File: src/rtl/cdr_frame_sync.sv
// Frame aligner/deserializer behind the CDR: hunts for a sync word, verifies it, then
// streams payload bytes through a small FIFO. A miss flywheel holds lock across corrupt syncs.
module cdr_frame_sync #(
  parameter int unsigned           SYNC_BITS   = 16,
  parameter logic [SYNC_BITS-1:0]  SYNC_WORD   = 16'hF628,
  parameter int unsigned           FRAME_BYTES = 4,
  parameter int unsigned           VERIFY_CNT  = 2,
  parameter int unsigned           MISS_MAX    = 3,
  parameter int unsigned           FIFO_DEPTH  = 4
) (
  input  logic       clk_i,
  input  logic       rst_ni,
  input  logic       sample_en_i,
  input  logic       d_bb_i,
  output logic [7:0] m_data_o,
  output logic       m_last_o,
  output logic       m_valid_o,
  input  logic       m_ready_i,
  output logic       locked_o,
  output logic [1:0] state_o,
  output logic       sync_miss_o,
  output logic       ovf_o
);

  localparam int unsigned P        = 8 * FRAME_BYTES;
  localparam int unsigned FrameLen = P + SYNC_BITS;
  localparam int unsigned BcW      = $clog2(FrameLen);
  localparam int unsigned GoodW    = $clog2(VERIFY_CNT + 1);
  localparam int unsigned MissW    = $clog2(MISS_MAX + 1);
  localparam int unsigned AddrW    = $clog2(FIFO_DEPTH);

  typedef enum logic [1:0] {
    StHunt   = 2'd0,
    StVerify = 2'd1,
    StLock   = 2'd2
  } state_e;

  state_e               state_q, state_d;
  logic [SYNC_BITS-1:0] sr_q, sr_d, sr_shift;
  logic [BcW-1:0]       bc_q, bc_d, bc_next;
  logic [GoodW-1:0]     good_q, good_d, good_inc;
  logic [MissW-1:0]     miss_q, miss_d, miss_inc;
  logic [7:0]           asm_q, asm_d, asm_shift;
  logic                 sync_miss_q, sync_miss_d;
  logic                 ovf_q;
  logic                 match, at_check, in_payload, last_byte;
  logic                 push, push_last;

  assign sr_shift   = {sr_q[SYNC_BITS-2:0], d_bb_i};
  assign match      = (sr_shift == SYNC_WORD);
  assign at_check   = (bc_q == BcW'(FrameLen - 1));
  assign in_payload = (bc_q < BcW'(P));
  assign last_byte  = (bc_q[BcW-1:3] == (BcW-3)'(FRAME_BYTES - 1));
  assign bc_next    = at_check ? '0 : bc_q + BcW'(1);
  assign good_inc   = good_q + GoodW'(1);
  assign miss_inc   = miss_q + MissW'(1);
  assign asm_shift  = {asm_q[6:0], d_bb_i};

  // State register
  always_ff @(posedge clk_i) begin
    if (!rst_ni) begin
      state_q <= StHunt;
    end else begin
      state_q <= state_d;
    end
  end

  // Next-state logic
  always_comb begin
    state_d = state_q;
    if (sample_en_i) begin
      unique case (state_q)
        StHunt: begin
          if (match) state_d = StVerify;
        end
        StVerify: begin
          if (at_check) begin
            if (!match) begin
              state_d = StHunt;
            end else if (good_inc == GoodW'(VERIFY_CNT)) begin
              state_d = StLock;
            end
          end
        end
        StLock: begin
          if (at_check && !match && (miss_inc == MissW'(MISS_MAX))) state_d = StHunt;
        end
        default: state_d = StHunt;
      endcase
    end
  end

  // Outputs decoded from state
  always_comb begin
    locked_o = (state_q == StLock);
    state_o  = state_q;
  end

  // Frame counter, verify/miss counters and byte assembler
  always_comb begin
    sr_d        = sr_q;
    bc_d        = bc_q;
    good_d      = good_q;
    miss_d      = miss_q;
    asm_d       = asm_q;
    push        = 1'b0;
    push_last   = 1'b0;
    sync_miss_d = 1'b0;
    if (sample_en_i) begin
      sr_d = sr_shift;
      unique case (state_q)
        StHunt: begin
          bc_d   = '0;
          good_d = '0;
          miss_d = '0;
          asm_d  = '0;
        end
        StVerify: begin
          bc_d = bc_next;
          if (at_check) begin
            if (match) begin
              good_d = good_inc;
              miss_d = '0;
            end else begin
              sync_miss_d = 1'b1;
            end
          end
        end
        StLock: begin
          bc_d = bc_next;
          if (in_payload) begin
            asm_d = asm_shift;
            if (bc_q[2:0] == 3'd7) begin
              push      = 1'b1;
              push_last = last_byte;
            end
          end
          if (at_check) begin
            if (match) begin
              miss_d = '0;
            end else begin
              sync_miss_d = 1'b1;
              miss_d      = miss_inc;
            end
          end
          // Dropping out of lock throws away any partially assembled byte
          if (state_d != StLock) asm_d = '0;
        end
        default: begin
          bc_d = '0;
        end
      endcase
    end
  end

  always_ff @(posedge clk_i) begin
    if (!rst_ni) begin
      sr_q        <= '0;
      bc_q        <= '0;
      good_q      <= '0;
      miss_q      <= '0;
      asm_q       <= '0;
      sync_miss_q <= 1'b0;
    end else begin
      sr_q        <= sr_d;
      bc_q        <= bc_d;
      good_q      <= good_d;
      miss_q      <= miss_d;
      asm_q       <= asm_d;
      sync_miss_q <= sync_miss_d;
    end
  end

  assign sync_miss_o = sync_miss_q;

  // Output FIFO: pointers carry one extra wrap bit to tell full from empty
  logic [AddrW:0]   wr_ptr_q, rd_ptr_q, fifo_cnt;
  logic [8:0]       mem_q [FIFO_DEPTH];
  logic             fifo_full, pop, push_ok;

  assign fifo_cnt  = wr_ptr_q - rd_ptr_q;
  assign fifo_full = (fifo_cnt == (AddrW+1)'(FIFO_DEPTH));
  assign m_valid_o = (wr_ptr_q != rd_ptr_q);
  assign pop       = m_valid_o & m_ready_i;
  assign push_ok   = push & (~fifo_full | pop);

  always_ff @(posedge clk_i) begin
    if (!rst_ni) begin
      wr_ptr_q <= '0;
      rd_ptr_q <= '0;
      ovf_q    <= 1'b0;
    end else begin
      if (push_ok) wr_ptr_q <= wr_ptr_q + (AddrW+1)'(1);
      if (pop)     rd_ptr_q <= rd_ptr_q + (AddrW+1)'(1);
      if (push && fifo_full && !pop) ovf_q <= 1'b1;
    end
  end

  always_ff @(posedge clk_i) begin
    if (push_ok) mem_q[wr_ptr_q[AddrW-1:0]] <= {push_last, asm_shift};
  end

  assign {m_last_o, m_data_o} = m_valid_o ? mem_q[rd_ptr_q[AddrW-1:0]] : 9'h000;
  assign ovf_o = ovf_q;

endmodule

File: config.mk
export PLATFORM = sky130hd
export DESIGN_NAME = cdr_frame_sync
export DESIGN_NICKNAME = d
export VERILOG_FILES = /design/src/rtl/cdr_frame_sync.sv
export SDC_FILE = /design/constraint.sdc
export NUM_CORES = 1
export LEC_CHECK = 0
export CORE_UTILIZATION = 40
export DETAILED_ROUTE_END_ITERATION = 8
export GPL_TIMING_DRIVEN = 0
export SYNTH_ARGS = -nofsm -noshare
export SYNTH_HDL_FRONTEND = slang
export SYNTH_SLANG_ARGS = --single-unit
File: constraint.sdc
create_clock -name clk_i -period 1.9 [get_ports clk_i]
set_clock_uncertainty 0.1 [all_clocks]
set_input_delay 0.38 -clock clk_i [delete_from_list [all_inputs] [get_ports clk_i]]
set_output_delay 0.38 -clock clk_i [all_outputs]
set_load 0.1 [all_outputs]
==> results of run 1 <==
## Yosys cell counts, drive strengths merged, types with 2 or more instances
master	instances	area, µm²
buf	3	16.3
mux4	9	203
nand2	19	71.3
and4bb	2	25.0
and3	6	42.5
inv	10	37.5
o22ai	7	43.8
o21ai	4	20.0
nor2b	2	12.5
xnor2	4	35.0
nand4	3	33.8
xor2	4	35.0
nand3	6	30.0
and2	12	75.1
dfxtp	44	881
nor2	42	158
ha	15	188
mux2i	17	170
clkbuf	7	26.3
o211ai	2	15.0
nor3	2	10.0
a21oi	8	40.0
a22oi	2	15.0
edfxtp	36	1080
o41ai	2	17.5
## cell families (layout without fill, tap and decap cells)
family,count (synthesis),count (layout),share of synthesized area (%)
mux,27,27,11.2
flops,80,80,57.1
buf+inv,21,78,2.44
fa+ha+maj,15,15,5.46
compound gates,30,30,6.12
simple gates,100,104,15.6
xor+xnor,8,8,2.04
## state kept, by name, summed over array words and instances (netlist names), named ones only
name / cells
mem_q: 36
asm_q: 7
sync_miss_o: 1
sr_q: 15
miss_q: 2
state_o: 2
bc_q: 6
wr_ptr_q: 3
good_q: 2
ovf_o: 1
rd_ptr_q: 3
## routing by layer
layer,track usage [%],vias to the layer above,share of wire [%]
met3,2.74,9,2.0
met2,28.2,36,51
met1,20.2,1155,46
met4,7.07,0,1.3
li1,-,1137,-
met5,0,-,0
## path summary, 6_finish.rpt
kind                              from  cells past startpoint  slack [ps]                    end
setup reg to reg  bc_q[0]$_SDFFE_PN0P_                      8        -160  asm_q[6]$_SDFFE_PN0P_
hold / removal                  d_bb_i                      1         290  mem_q[1][0]$_DFFE_PP_
hold reg to reg     ovf_o$_SDFFE_PN0P_                      2         380     ovf_o$_SDFFE_PN0P_
setup / recovery              register                      4        -260            m_data_o[0]
## layout by cell type (no fill, tap or decap), types with 4 or more instances in the layout
cell,synthesis,routed
a21oi_1,8,7
ha_1,15,9
buf_12,0,10
and3_4,1,7
nand3_1,6,4
o22ai_2,0,5
buf_6,0,6
edfxtp_1,36,36
clkbuf_1,7,6
and2_4,0,10
mux2i_1,17,17
ha_4,0,6
nor2_1,42,38
nand2_1,19,18
clkbuf_8,0,9
xor2_1,4,4
mux4_2,9,9
buf_4,1,20
dfxtp_1,44,32
dfxtp_2,0,10
inv_1,10,5
## cell type report
| type | count | area [µm²] | area share (%) |
|---|---|---|---|
| timing repair buffer | 42 | 478 | 10.4 |
| clock inverter | 7 | 53.8 | 1.17 |
| clock buffer | 9 | 124 | 2.69 |
| tap | 105 | 131 | 2.85 |
| sequential | 80 | 1980 | 43.0 |
| buffer | 9 | 66.3 | 1.44 |
| inverter | 11 | 48.8 | 1.06 |
| multi-input combinational | 184 | 1720 | 37.4 |
## per-stage QoR
stage / hold WS, ps / util (%) / setup slack [ps] / instances
final: 285 / 55.8 / -258 / 447
after global routing: 279 / 55.8 / -325 / 447
after CTS: 267 / 53.3 / -289 / 436
after detailed placement: 365 / 46.6 / -913 / 404
after global placement: 362 / 46.6 / -918 / 404
after floorplan: 352 / - / -289 / 281
## power by group
| group | total [mW] | switching (mW) | internal (mW) |
|---|---|---|---|
| sequential | 1.78 | 0.00209 | 1.78 |
| combinational | 0.0759 | 0.0496 | 0.0264 |
| clock | 1.16 | 0.674 | 0.486 |
## what timing repair did
item                       CTS  global route
pin swaps                   19            13
setup endpoints to repair   65            47
gates resized for setup    147            29
cloned                       2             4
setup buffers               15             8
==> reports/metrics.yaml, run 1 <==
drive_above_1_share_pct: 41.8
cts_buffers: 9
drt_iter0_markers: 90
final_area_mm2: 0.00461
tns_ps: -3110
start_util_pct: 41.6
die_x_um: 94.7
arrival_ps: 1680
post_drt_wl_per_cell_um: 15.8
power.leakage_nw: 1.71
grt_pass1_wl_um: 11000
rows: 33
cts_buffer_depth: 2
slowest_delay_ps: 510
period_share_pct: 114
synth_fp_nets: 301
io_buffers: 18
worstSetupPathType: "register to output port"
groute.usage.overall_pct: 16.4
first_pass_iters: 4
clkSinkCount: 80
routed-via-count: 2337
worst_slew_pin_slew_ps: 660
vias_per_cell: 5.23
synthFlopType: "dfxtp_1"
fin_nets: 357
synth_cells: 281
synthArstFlopShare_pct: 0
fmax_mhz: 463
fin_ws_ps: -258
fillCellCount: 690
clk_pin_slew_worst_paths_ps: 90
grt_overflow: 0
syn_avg_cell_area_um2: 12.2
root_buffer: "clkbuf_8"
cap_violations: 0
power_mw: 3.02
synth-seq-area-share_pct: 57.1
worstSetupStartpointType: "register"
area.growth.synth_to_final_pct: 34.1
htreeDepth: 3
required_ps: 1420
cts_tree: "yes"
rsz0062_at_grt: "true"
slew_viol_final: 0
netlist_area_mm2: 0.00343
powerDensity_mw_per_mm2: 655
drc: 0
max_slew_margin_pct: 56.0
synth.distinct_cells: 43
first_global_vias: 2295
ys_ff_latch: 80
synth_edf_count: 36
dp_hpwl_um: 4120
hold_buffers: 0
place_area_mm2: 0.00385
layout_min_cycle_time_ps: 2160
crit_fanout: 5
gp_congestion: 0.737
crit_path_end_kind: "output port"
cp_top_family: "multiplexers"
routed_wl_um: 7080
antenna_found_initial: 0
grt_max_degree: 16
fp.coreArea_mm2: 0.00826
ant_nets: 0
setup_viol: 18
violations: "negative setup slack"
worstPathCellList: "buf_6 > mux4_2 > and2_4 > buf_12"
die_y_um: 94.7
insertion_delay_ps: 350
yosys_warnings: 0
num_io_pins: 20
die-area_mm2: 0.00896
peakVddDrop_v: 0.000395
antennaDiodeCount: 0
critical-path-slowest-cell: "mux4_2"
worstHoldPathType: "input port to register"
worst-path-buf-inv: 2
status: "complete, but fails checks"
hold_violations: 0
Note: power is estimated with default switching activity, not from simulation.
==> inputs of run 2 (changes only) <==
CORE_UTILIZATION = 53   (was 40)
PLACE_DENSITY = 0.75   (was not set)
==> run 2 against run 1 <==
The run still ends with negative setup slack left. Count of clock-buffer cells in the layout is 1 higher. Critical path depth stayed put. Total power is 5.6% higher. Via count is 1.5% higher. Sequential share of layout area is 0.13 points lower. Final area is 0.49% higher. Sequential power hardly changed. Clock power is 15% higher.
==> reports/metrics.yaml, run 2 (same netlist as run 1, synthesis figures left out) <==
status: "complete, but fails checks"
violations: "negative setup slack"
hold_buffers: 0  # unchanged
clk_pin_slew_worst_paths_ps: 80  # about the same
final_area_mm2: 0.00463  # +0.49%
routed_wl_um: 7400  # +4.5%
setup_viol: 17  # -1
insertion_delay_ps: 350  # about the same
dp_hpwl_um: 4260  # +3.3%
hold_violations: 0  # unchanged
io_buffers: 18  # unchanged
die_x_um: 82.5  # -13%
area.growth.synth_to_final_pct: 34.8
antennaDiodeCount: 0  # unchanged
fmax_mhz: 466  # +0.60%
drive_above_1_share_pct: 40.8  # -1.1 points
fin_ws_ps: -245  # +12.9 ps
gp_congestion: 0.801  # +8.7%
cap_violations: 0  # unchanged
peakVddDrop_v: 0.000464  # +17%
cts_buffers: 9  # unchanged
crit_path_end_kind: "output port"
fp.coreArea_mm2: 0.00610  # -26%
min-delay-start: "d_bb_i"
power.leakage_nw: 1.74  # +2.0%
groute.usage.overall_pct: 23.0  # +6.6 points
die_y_um: 82.5  # -13%
worst_slew_pin_slew_ps: 628  # -32.4 ps
tns_ps: -2910  # +194 ps
powerDensity_mw_per_mm2: 689  # +5.1%
ant_nets: 0  # unchanged
layout.cells.most_common_list: "nor2_1, edfxtp_1, dfxtp_1"
root_buffer: "clkbuf_8"
largest_reg_flops: 36  # unchanged
start_util_pct: 56.3  # +15 points
grt_pass1_wl_um: 11200  # +1.6%
layout_min_cycle_time_ps: 2150  # -12.9 ps
post_drt_wl_per_cell_um: 17.6  # +11%
rsz0062_at_grt: "true"
clkSinkCount: 80  # unchanged
worstSetupStartpointType: "register"
htreeDepth: 3  # unchanged
num_io_pins: 20  # unchanged
cts_tree: "yes"
antenna_found_initial: 0  # unchanged
cts_buffer_depth: 2  # unchanged
first_pass_iters: 4  # unchanged
layout.cells.most_common: "nor2_1"
crit_fanout: 4  # -1
drt_iter0_markers: 119  # +32%
first_global_vias: 2399  # +4.5%
grt_overflow: 0  # unchanged
vias_per_cell: 5.63  # +7.7%
fin_nets: 361  # +1.1%
place_area_mm2: 0.00381  # -0.97%
max_slew_margin_pct: 58.1  # +2.2 points
fillCellCount: 385  # -44%
die-area_mm2: 0.00681  # -24%
routed-via-count: 2371  # +1.5%
worstHoldPathType: "input port to register"
period_share_pct: 113  # -0.68 points
required_ps: 1420  # about the same
multi_input_area_mm2: 0.00169  # -2.1%
rows: 28  # -15%
slew_viol_final: 0  # unchanged
drc: 0  # unchanged
r2r_start: "state_o[1]$_SDFF_PN0_"
register_area_mm2: 0.00199  # +0.19%
grt_max_degree: 14  # -2
arrival_ps: 1670  # about the same
worstSetupPathType: "register to output port"
==> run 2: worst max-delay path, cell delays in order, from the launching register on <==
cell and delay (ps):
dfxtp_2 360, buf_6 140, mux4_2 500, and2_4 160, buf_12 160
==> run 2: cell type report <==
class / instances / share of cell area, %
flip-flops and latches: 80 / 42.9
well taps: 75 / 2.03
clock inverters: 6 / 1.81
repair buffers: 46 / 11.5
multi-input cells: 184 / 36.4
plain buffers: 9 / 1.51
clock buffers: 10 / 2.76
inverters: 11 / 1.11
==> run 2: worst paths after layout <==
check / end / slack (ps) / cells past startpoint
worst max register to register: asm_q[5]$_SDFFE_PN0P_ / -120 / 8
worst min register to register: ovf_o$_SDFFE_PN0P_ / 390 / 2
worst min-delay path: mem_q[2][0]$_DFFE_PP_ / 260 / 1
worst max-delay path: m_data_o[0] / -250 / 4
==> run 2: report_power, final <==
part	switching, mW	internal [mW]	leakage, nW
Sequential	0.00181	1.78	0.708
Combinational	0.0491	0.0252	0.933
Clock	0.600	0.733	0.0999
==> run 2: per-stage QoR <==
step	setup slack, ps	total power [mW]	utilization [%]	hold WS, ps	instances
floorplan	-289	1.87	-	352	281
global placement	-871	1.89	62.6	365	374
detailed placement	-917	1.89	62.6	364	374
CTS	-278	3.19	72.7	384	408
global route	-297	3.27	75.9	267	421
finish	-245	3.19	75.9	260	421
==> run 2: metal layers <==
layer / up-vias / share of wire (%) / global-route usage, %
met5: - / 0 / 0
met4: 0 / 2.0 / 8.28
li1: 1140 / - / -
met2: 54 / 52 / 42.0
met3: 14 / 4.0 / 4.62
met1: 1163 / 42 / 26.8
==> run 2: what timing repair did <==
| action | 4_1_cts | 5_1_grt |
|---|---|---|
| endpoints found under the setup margin | 64 | 57 |
| resized for setup | 148 | 27 |
| setup buffers | 17 | 9 |
| gates cloned | 2 | 4 |
| pin swaps | 22 | 12 |
